`src/rtl/sha256_core.sv`:
```
// sha256_core
// Single-block SHA-256 compression engine, one round per clock.
// A pre-padded 512-bit block is accepted on a start pulse. Its digest appears on
// hash_value 65 edges later, and a level finished flag marks it as valid.
// Multi-block messages chain through the digest register when first_block is 0.
//
// Ports:
//   clock        rising-edge clock
//   reset        asynchronous active-low reset
//   start        request to compress block (accepted only in IDLE or DONE)
//   first_block  1: chain from the FIPS initial hash, 0: chain from hash_value
//   block        512-bit padded block, W0 = [511:480] ... W15 = [31:0]
//   busy         high while a block is being compressed
//   finished     high from the digest update until the next accepted start
//   hash_value   256-bit digest, H0 = [255:224] ... H7 = [31:0]

module sha256_core (
  input  logic         clock,
  input  logic         reset,
  input  logic         start,
  input  logic         first_block,
  input  logic [511:0] block,
  output logic         busy,
  output logic         finished,
  output logic [255:0] hash_value
);

  typedef enum logic [1:0] {IDLE, ROUND, UPDATE, DONE} state_t;

  localparam logic [255:0] H_INIT = {
    32'h6a09e667, 32'hbb67ae85, 32'h3c6ef372, 32'ha54ff53a,
    32'h510e527f, 32'h9b05688c, 32'h1f83d9ab, 32'h5be0cd19
  };

  state_t state, next_state;

  logic [5:0]        round_idx;
  logic [15:0][31:0] w;
  logic [255:0]      h_chain;
  logic [31:0]       a, b, c, d, e, f, g, h;

  logic [255:0] chain_value;
  logic [31:0]  t1, t2, w_next;
  logic         accept;

  function automatic logic [31:0] rotr(input logic [31:0] x, input int unsigned n);
    return (x >> n) | (x << (32 - n));
  endfunction

  function automatic logic [31:0] big_sigma0(input logic [31:0] x);
    return rotr(x, 2) ^ rotr(x, 13) ^ rotr(x, 22);
  endfunction

  function automatic logic [31:0] big_sigma1(input logic [31:0] x);
    return rotr(x, 6) ^ rotr(x, 11) ^ rotr(x, 25);
  endfunction

  function automatic logic [31:0] small_sigma0(input logic [31:0] x);
    return rotr(x, 7) ^ rotr(x, 18) ^ (x >> 3);
  endfunction

  function automatic logic [31:0] small_sigma1(input logic [31:0] x);
    return rotr(x, 17) ^ rotr(x, 19) ^ (x >> 10);
  endfunction

  function automatic logic [31:0] k_const(input logic [5:0] idx);
    case (idx)
      6'd0:  return 32'h428a2f98;  6'd1:  return 32'h71374491;
      6'd2:  return 32'hb5c0fbcf;  6'd3:  return 32'he9b5dba5;
      6'd4:  return 32'h3956c25b;  6'd5:  return 32'h59f111f1;
      6'd6:  return 32'h923f82a4;  6'd7:  return 32'hab1c5ed5;
      6'd8:  return 32'hd807aa98;  6'd9:  return 32'h12835b01;
      6'd10: return 32'h243185be;  6'd11: return 32'h550c7dc3;
      6'd12: return 32'h72be5d74;  6'd13: return 32'h80deb1fe;
      6'd14: return 32'h9bdc06a7;  6'd15: return 32'hc19bf174;
      6'd16: return 32'he49b69c1;  6'd17: return 32'hefbe4786;
      6'd18: return 32'h0fc19dc6;  6'd19: return 32'h240ca1cc;
      6'd20: return 32'h2de92c6f;  6'd21: return 32'h4a7484aa;
      6'd22: return 32'h5cb0a9dc;  6'd23: return 32'h76f988da;
      6'd24: return 32'h983e5152;  6'd25: return 32'ha831c66d;
      6'd26: return 32'hb00327c8;  6'd27: return 32'hbf597fc7;
      6'd28: return 32'hc6e00bf3;  6'd29: return 32'hd5a79147;
      6'd30: return 32'h06ca6351;  6'd31: return 32'h14292967;
      6'd32: return 32'h27b70a85;  6'd33: return 32'h2e1b2138;
      6'd34: return 32'h4d2c6dfc;  6'd35: return 32'h53380d13;
      6'd36: return 32'h650a7354;  6'd37: return 32'h766a0abb;
      6'd38: return 32'h81c2c92e;  6'd39: return 32'h92722c85;
      6'd40: return 32'ha2bfe8a1;  6'd41: return 32'ha81a664b;
      6'd42: return 32'hc24b8b70;  6'd43: return 32'hc76c51a3;
      6'd44: return 32'hd192e819;  6'd45: return 32'hd6990624;
      6'd46: return 32'hf40e3585;  6'd47: return 32'h106aa070;
      6'd48: return 32'h19a4c116;  6'd49: return 32'h1e376c08;
      6'd50: return 32'h2748774c;  6'd51: return 32'h34b0bcb5;
      6'd52: return 32'h391c0cb3;  6'd53: return 32'h4ed8aa4a;
      6'd54: return 32'h5b9cca4f;  6'd55: return 32'h682e6ff3;
      6'd56: return 32'h748f82ee;  6'd57: return 32'h78a5636f;
      6'd58: return 32'h84c87814;  6'd59: return 32'h8cc70208;
      6'd60: return 32'h90befffa;  6'd61: return 32'ha4506ceb;
      6'd62: return 32'hbef9a3f7;  6'd63: return 32'hc67178f2;
      default: return 32'h0;
    endcase
  endfunction

  // State register
  always_ff @(posedge clock or negedge reset) begin
    if (!reset) state <= IDLE;
    else        state <= next_state;
  end

  // Next-state and status outputs. busy is decoded from the state so that
  // reset clears it immediately without waiting for a clock edge.
  always_comb begin
    next_state = state;
    busy       = 1'b0;
    accept     = 1'b0;
    case (state)
      IDLE, DONE: begin
        if (start) begin
          accept     = 1'b1;
          next_state = ROUND;
        end
      end
      ROUND: begin
        busy = 1'b1;
        if (round_idx == 6'd63) next_state = UPDATE;
      end
      UPDATE: begin
        busy       = 1'b1;
        next_state = DONE;
      end
      default: next_state = IDLE;
    endcase
  end

  // Round arithmetic. w[0] always holds W[t]; the message-schedule word that
  // enters at the top of the window is W[t+16].
  always_comb begin
    chain_value = first_block ? H_INIT : hash_value;
    t1     = h + big_sigma1(e) + ((e & f) ^ (~e & g)) + k_const(round_idx) + w[0];
    t2     = big_sigma0(a) + ((a & b) ^ (a & c) ^ (b & c));
    w_next = small_sigma1(w[14]) + w[9] + small_sigma0(w[1]) + w[0];
  end

  // Datapath registers: window, working variables, chain value and digest
  always_ff @(posedge clock or negedge reset) begin
    if (!reset) begin
      round_idx  <= 6'd0;
      w          <= '0;
      h_chain    <= '0;
      {a, b, c, d, e, f, g, h} <= '0;
      finished   <= 1'b0;
      hash_value <= '0;
    end else begin
      case (state)
        IDLE, DONE: begin
          if (accept) begin
            for (int i = 0; i < 16; i++) w[i] <= block[511 - 32*i -: 32];
            h_chain   <= chain_value;
            {a, b, c, d, e, f, g, h} <= chain_value;
            round_idx <= 6'd0;
            finished  <= 1'b0;
          end
        end
        ROUND: begin
          a <= t1 + t2;
          b <= a;
          c <= b;
          d <= c;
          e <= d + t1;
          f <= e;
          g <= f;
          h <= g;
          w <= {w_next, w[15:1]};
          round_idx <= round_idx + 6'd1;
        end
        UPDATE: begin
          hash_value <= {h_chain[255:224] + a, h_chain[223:192] + b,
                         h_chain[191:160] + c, h_chain[159:128] + d,
                         h_chain[127:96]  + e, h_chain[95:64]   + f,
                         h_chain[63:32]   + g, h_chain[31:0]    + h};
          finished   <= 1'b1;
        end
        default: ;
      endcase
    end
  end

endmodule
```
`config.mk`:
```
export PLATFORM = sky130hd
export DESIGN_NAME = sha256_core
export DESIGN_NICKNAME = d
export VERILOG_FILES = /design/src/rtl/sha256_core.sv
export SDC_FILE = /design/constraint.sdc
export NUM_CORES = 2
export LEC_CHECK = 0
export ABC_CLOCK_PERIOD_IN_PS = 8100
export BUFFER_PORTS_ARGS = -buffer_cell sky130_fd_sc_hd__clkbuf_2
export CAP_MARGIN = 20
export CORE_UTILIZATION = 50
export CTS_CLUSTER_DIAMETER = 120
export DETAILED_ROUTE_END_ITERATION = 6
export PLACE_DENSITY = 0.74
export RECOVER_POWER = 25
export SLEW_MARGIN = 25
export SYNTH_ARGS = -nofsm -noshare
export SYNTH_HDL_FRONTEND = slang
export SYNTH_SLANG_ARGS = --single-unit
export TNS_END_PERCENT = 50
```
`constraint.sdc`:
```
create_clock -name clock -period 8.1 [get_ports clock]
set_input_delay 0.405 -clock clock [delete_from_list [all_inputs] [get_ports clock]]
set_output_delay 0.405 -clock clock [all_outputs]
set_load 0.01 [all_outputs]
```
# Word-level counts from Yosys, hierarchy flattened
# Memory sizes are Yosys's and may differ from the RTL's.
# Index checks and enable logic that the tools add are counted.
[word_totals]
reg_bits = 1289
latch_bits = 0
mem_bits_rw = 0
romBits = 2048
in_bits = 516
output_inout_bits = 258
elab_cells = 121
n_memories = 1
[classes]
addsub = 19
mul = 0
div_mod_pow = 0
magnitude_cmp = 0
n_eq_ne = 7
shifts = 0
mux = 29
bitwise_logic = 27
n_reduce_logical = 9
[memory_table]
columns = ["memory", "depth", "word_bits", "rd", "rd_ports_with_merged_regs", "wr", "line_no", "text"]
rows = [
  ["(no name shown)", 64, 32, 1, 0, 0, "67", "case (idx)"],
]
[op_table]
columns = ["op", "count"]
rows = [
  ["$pmux W512 S2", 1],
  ["$add A32 B32 Y32", 18],
  ["$mux W512", 1],
  ["$pmux W32 S2", 8],
  ["$xor A32 B32 Y32", 9],
  ["$mux W256", 1],
  ["$mux W32", 8],
  ["$and A32 B32 Y32", 5],
  ["$not A32 Y32", 1],
  ["$or A10 B32 Y32", 1],
  ["$or A13 B32 Y32", 1],
  ["$or A14 B32 Y32", 1],
  ["$or A15 B32 Y32", 1],
  ["$or A19 B32 Y32", 1],
  ["$or A21 B32 Y32", 1],
  ["$or A25 B32 Y32", 1],
  ["$or A26 B32 Y32", 1],
  ["$or A30 B32 Y32", 1],
  ["$or A7 B32 Y32", 1],
  ["$xor A32 B22 Y32", 1],
  ["$xor A32 B29 Y32", 1],
  ["$pmux W6 S2", 1],
  ["$reduce_and A2 Y1", 4],
  ["$add A6 B1 Y6 const B", 1],
  ["other kinds (12)", 21],
]

# Longest topological paths before layout
[depth]
depth_word = 9
ltp_mapped = 41
mapped_depth_nobuf = 37

# Worst setup path before layout
# Ideal clock, no wire load.
[synth_timing]
path_type = "reg-to-reg"
startpoint = "reg round_idx[2]"
endpoint = "reg a[31]"
setup_time_ps = 82
arrival_ps = 8161
required_ps = 8018
path_slack_ps = -143
path_stages_with_launch = 42
path_buffers = 5
synth_period_minus_slack_ps = 8243
cell_sequence = "dfrtp_1 clkbuf_1 inv_1 clkbuf_1 clkbuf_1 buf_1 ha_1 mux2_2 nor2_1 a221oi_1 a311oi_1 fa_1 inv_1 ha_1 inv_1 fa_1 nand2b_1 a21oi_2 [... 6 more ...] nand2_1 nor2b_1 xor2_1 fa_1 inv_1 ha_1 clkbuf_1 o21a_1 o21ai_0 a21oi_1 nor3_1 nor2_1 a21oi_1 a211oi_1 a211o_1 a21oi_1 xnor3_1 o22ai_1"
[synth_between]
elab_chain_cells = 5
[synth_rtl]
columns = ["item", "line_no", "text"]
rows = [
  ["start, declared", "37", "logic [5:0] round_idx;"],
  ["start signal, assigned", "174", "round_idx <= round_idx + 6'd1;"],
  ["$mem_v2 Z64 W32", "n/a", ""],
  ["$add A32 B32 Y32 (2 in a row)", "139", "t1 = h + big_sigma1(e) + ((e & f) ^ (~e & g)) + k_const(round_idx) + w[0];"],
  ["$add A32 B32 Y32", "165", "a <= t1 + t2;"],
  ["$pmux W32 S2", "154", "case (state)"],
  ["end signal, assigned", "159", "{a, b, c, d, e, f, g, h} <= chain_value;"],
  ["end signal, assigned", "165", ""],
  ["end, declared", "40", "logic [31:0] a, b, c, d, e, f, g, h;"],
]
# No other way between the ends.
# A chain may end at the register's enable or synchronous reset.

# Worst setup path after layout
[layout_timing]
startpoint = "reg round_idx[3]"
endpoint = "reg a[31]"
# Same word-level chain as after synthesis.

==> flow_metrics.py <==
metrics = {
    "synthesis": {
        "syn_avg_cell_area_um2": 9.06,
        "synthesis.area_um2": 82700,
        "synth.largest_area_cell": "dfrtp_1",
        "async_flop_share_pct": 100,
        "yosysUniqueCellTypes": 102,
        "ys_warn_count": 0,
        "synth_top_area_share_pct": 39.0,
        "ys_seq_area_share_pct": 39.0,
        "syn_inst": 9126,
        "ys_seq_elements": 1289,
        "synth_nets": 10200,
        "ys_top_cells_by_area": "dfrtp_1 39%, a21oi_1 6.7%, mux2i_1 6.2%, ha_1 6.0%, nor2_1 5.2%",
        "synth-edff-count": 0,
        "synthFlopType": "dfrtp_1",
    },
    "timing": {
        "clock_skew_ps": 36.9,
        "finalMaxSlewViolations": 591,
        "tightest_slew_ps": 6390,
        "slew_headroom_pct": -326,
        "hold_violations": 0,
        "period_share_pct": 95.6,
        "period_minus_slack_ps": 7740,
        "setup_viol": 0,
        "rsz0062_at_grt": "true",
        "timing.fmax_mhz": 129,
        "holdWs_ps": 34.5,
    },
    "layout": {
        "largest_reg_flops": 512,
        "multiInputGateArea_um2": 46400,
        "final_util_pct": 60.8,
        "seqCellArea_um2": 32300,
        "reg.largest.list": "w x512, h_chain x256, hash_value x256",
        "final_cells": 12600,
        "nets": 11400,
        "drive_gt1_share_pct": 14.5,
        "area_delta_synth_final_pct": 20.3,
        "fillers": 13500,
        "top_register": "w",
    },
    "die": {
        "die_h_um": 409,
        "die_x_um": 409,
        "core_area_um2": 164000,
        "rows": 148,
        "initial_core_util_pct": 50.6,
        "die_area_um2": 167000,
        "num_io_pins": 774,
    },
    "critical_path": {
        "crit_top_cell": "buf_4",
        "r2r_end": "a[31]",
        "critPathLaunch": "round_idx[3]",
        "path_class": "reg -> reg",
        "ff2ff_setup_slack_ps": 360,
        "crit_slowest_cell": "dfrtp_4",
        "reg2reg_from": "round_idx[3]",
        "endpoint_kind": "register",
        "start_kind": "register",
        "arrival_ps": 8490,
        "cp_max_fo": 22,
        "max_stage_delay_ps": 520,
        "required_ps": 8850,
        "reg2reg_depth": 35,
    },
    "grt": {
        "grt_max_degree": 257,
        "grt_antenna_before_repair": 21,
        "grt_overflow_total": 0,
        "grt_pass1_wl_mm": 499,
        "grt_pass1_vias": 75800,
        "grt_usage_pct": 40.2,
    },
    "min_path": {
        "min_from": "block[459]",
        "hold_path_end": "w[43]",
        "worstHoldPathCells": 3,
        "hold_class": "in -> reg",
    },
    "clock_network": {
        "cts_inserted_buffers": 148,
        "cts_tree": "done",
        "cts_root_buf": "clkbuf_16",
        "clk_latency_ps": 840,
        "cts.path.max_buffers": 3,
        "post-cts-setup-buffer-count": 0,
        "cts.reportedPaths.clkPinSlew_ps": 60,
        "cts_sinks": 1289,
        "cts_htree_levels": 4,
    },
    "route": {
        "drtAntennaViolNets": 0,
        "vias": 76500,
        "dr.pass1.iters": 7,
        "drc": 0,
        "routed_wl_mm": 343,
        "drt_iter0_drc": 8608,
        "viasPerCell": 6.09,
        "routedWlPerCell_um": 27.3,
    },
    "placement": {
        "globalplace.congestion": 1.01,
        "portBuffers": 773,
        "dpl.cell_count": 11800,
        "dpl.hpwl_mm": 246,
    },
    "flow_run": {
        "max_cap_viol_count": 6,
    },
    "status": {
        "status": "finished with violations",
        "violations": "capacitance limit, slew limit",
    },
}
==> synth_stat cells, drive strengths merged, types with 11 or more instances <==
library cell  number
dfrtp           1289
nor2            1139
a21oi           1101
nand2            738
o21ai            553
clkbuf           541
mux2i            508
inv              494
ha               398
xnor2            356
mux2             220
a21o             212
xor2             212
fa               197
nand3            168
nor3              88
a22oi             77
o21a              59
nand2b            55
nor2b             51
o21bai            47
a211oi            46
and3              44
o31ai             44
a31oi             43
a221oi            41
buf               40
o211ai            37
or3               27
a21boi            22
a31o              19
a211o             17
nand4             17
o22ai             15
o311ai            15
and2              13
a2111oi           12
a311oi            12
o41ai             11
==> worst max-delay path by stage <==
| stage | to | cells after the start | slack (ps) |
|---|---|---|---|
| 2_1_floorplan | a[31] | 41 | 110 |
| 3_3_place_gp | a[31] | 35 | 220 |
| 3_5_place_dp | a[31] | 38 | 260 |
| 4_1_cts | a[31] | 38 | 250 |
| 5_1_grt | a[25] | 38 | -30 |
| 6_report | a[31] | 35 | 360 |
==> metal layers <==
layer,GRT usage [%],routed length [µm],vias up
li1,-,-,33800
met1,51.4,133000,37200
met2,61.4,152000,4421
met3,8.51,31300,1108
met4,26.5,26800,14
met5,0,89,-
==> stage by stage <==
| stage | TNS (ps) | area [µm²] | setup slack, ps |
|---|---|---|---|
| after CTS | 0 | 99500 | 252 |
| after global placement | 0 | 89700 | 222 |
| final | 0 | 99500 | 359 |
| after floorplan | 0 | 82700 | 112 |
| after global routing | -25.8 | 99400 | -25.8 |
| after detailed placement | 0 | 89700 | 258 |
==> what timing repair did <==
item                                    CTS  global route
hold endpoints to repair                579             0
resized for setup                         0             9
hold buffers                            472             0
endpoints found under the setup margin    0             8
==> cells in the final DEF (no fill, tap or decap), types with 19 or more instances in the layout <==
| cell type | count |
|---|---|
| dfrtp_1 | 1286 |
| nor2_1 | 1135 |
| a21oi_1 | 1098 |
| nand2_1 | 737 |
| clkbuf_2 | 674 |
| o21ai_0 | 517 |
| mux2i_1 | 508 |
| inv_1 | 492 |
| dlygate4sd3_1 | 472 |
| ha_1 | 394 |
| xnor2_1 | 355 |
| buf_4 | 289 |
| mux2_2 | 219 |
| xor2_1 | 212 |
| a21o_1 | 209 |
| fa_1 | 197 |
| nand3_1 | 168 |
| clkbuf_16 | 149 |
| clkbuf_1 | 138 |
| nor3_1 | 87 |
| a22oi_1 | 77 |
| o21a_1 | 59 |
| nand2b_1 | 55 |
| nor2b_1 | 51 |
| o21bai_1 | 47 |
| a211oi_1 | 45 |
| o31ai_1 | 44 |
| a31oi_1 | 43 |
| and3_1 | 42 |
| a221oi_1 | 40 |
| o211ai_1 | 36 |
| o21ai_1 | 34 |
| or3_1 | 27 |
| clkinv_2 | 19 |
| clkbuf_8 | 19 |
==> critical path, delay by kind of cell (launching register included) <==
family,cells,cell delay (ps)
AO/OA/AOI/OAI,18,3690
XOR/XNOR,2,380
adder cells (fa/ha/maj),4,1510
buffers and inverters,8,1200
flip-flops,1,520
AND/OR/NAND/NOR,3,330
==> final cells by class <==
| cell class | count | share of cell area, % |
|---|---|---|
| inverters | 496 | 1.88 |
| diodes | 18 | 0.0453 |
| clock inverters | 65 | 0.970 |
| flip-flops and latches | 1289 | 32.4 |
| repair buffers | 1558 | 11.1 |
| multi-input cells | 6759 | 46.7 |
| well taps | 2175 | 2.74 |
| clock buffers | 203 | 4.14 |
==> cell families after synthesis <==
group	synth area share, %
XOR/XNOR	6.05
adder cells (fa/ha/maj)	10.8
flip-flops	39.0
multiplexers	9.17
buffers and inverters	4.94
AND/OR/NAND/NOR	12.1
AO/OA/AOI/OAI	17.8
Power is not shown: default switching activity piles up to over one toggle a cycle in this logic, so the estimate is an artifact.
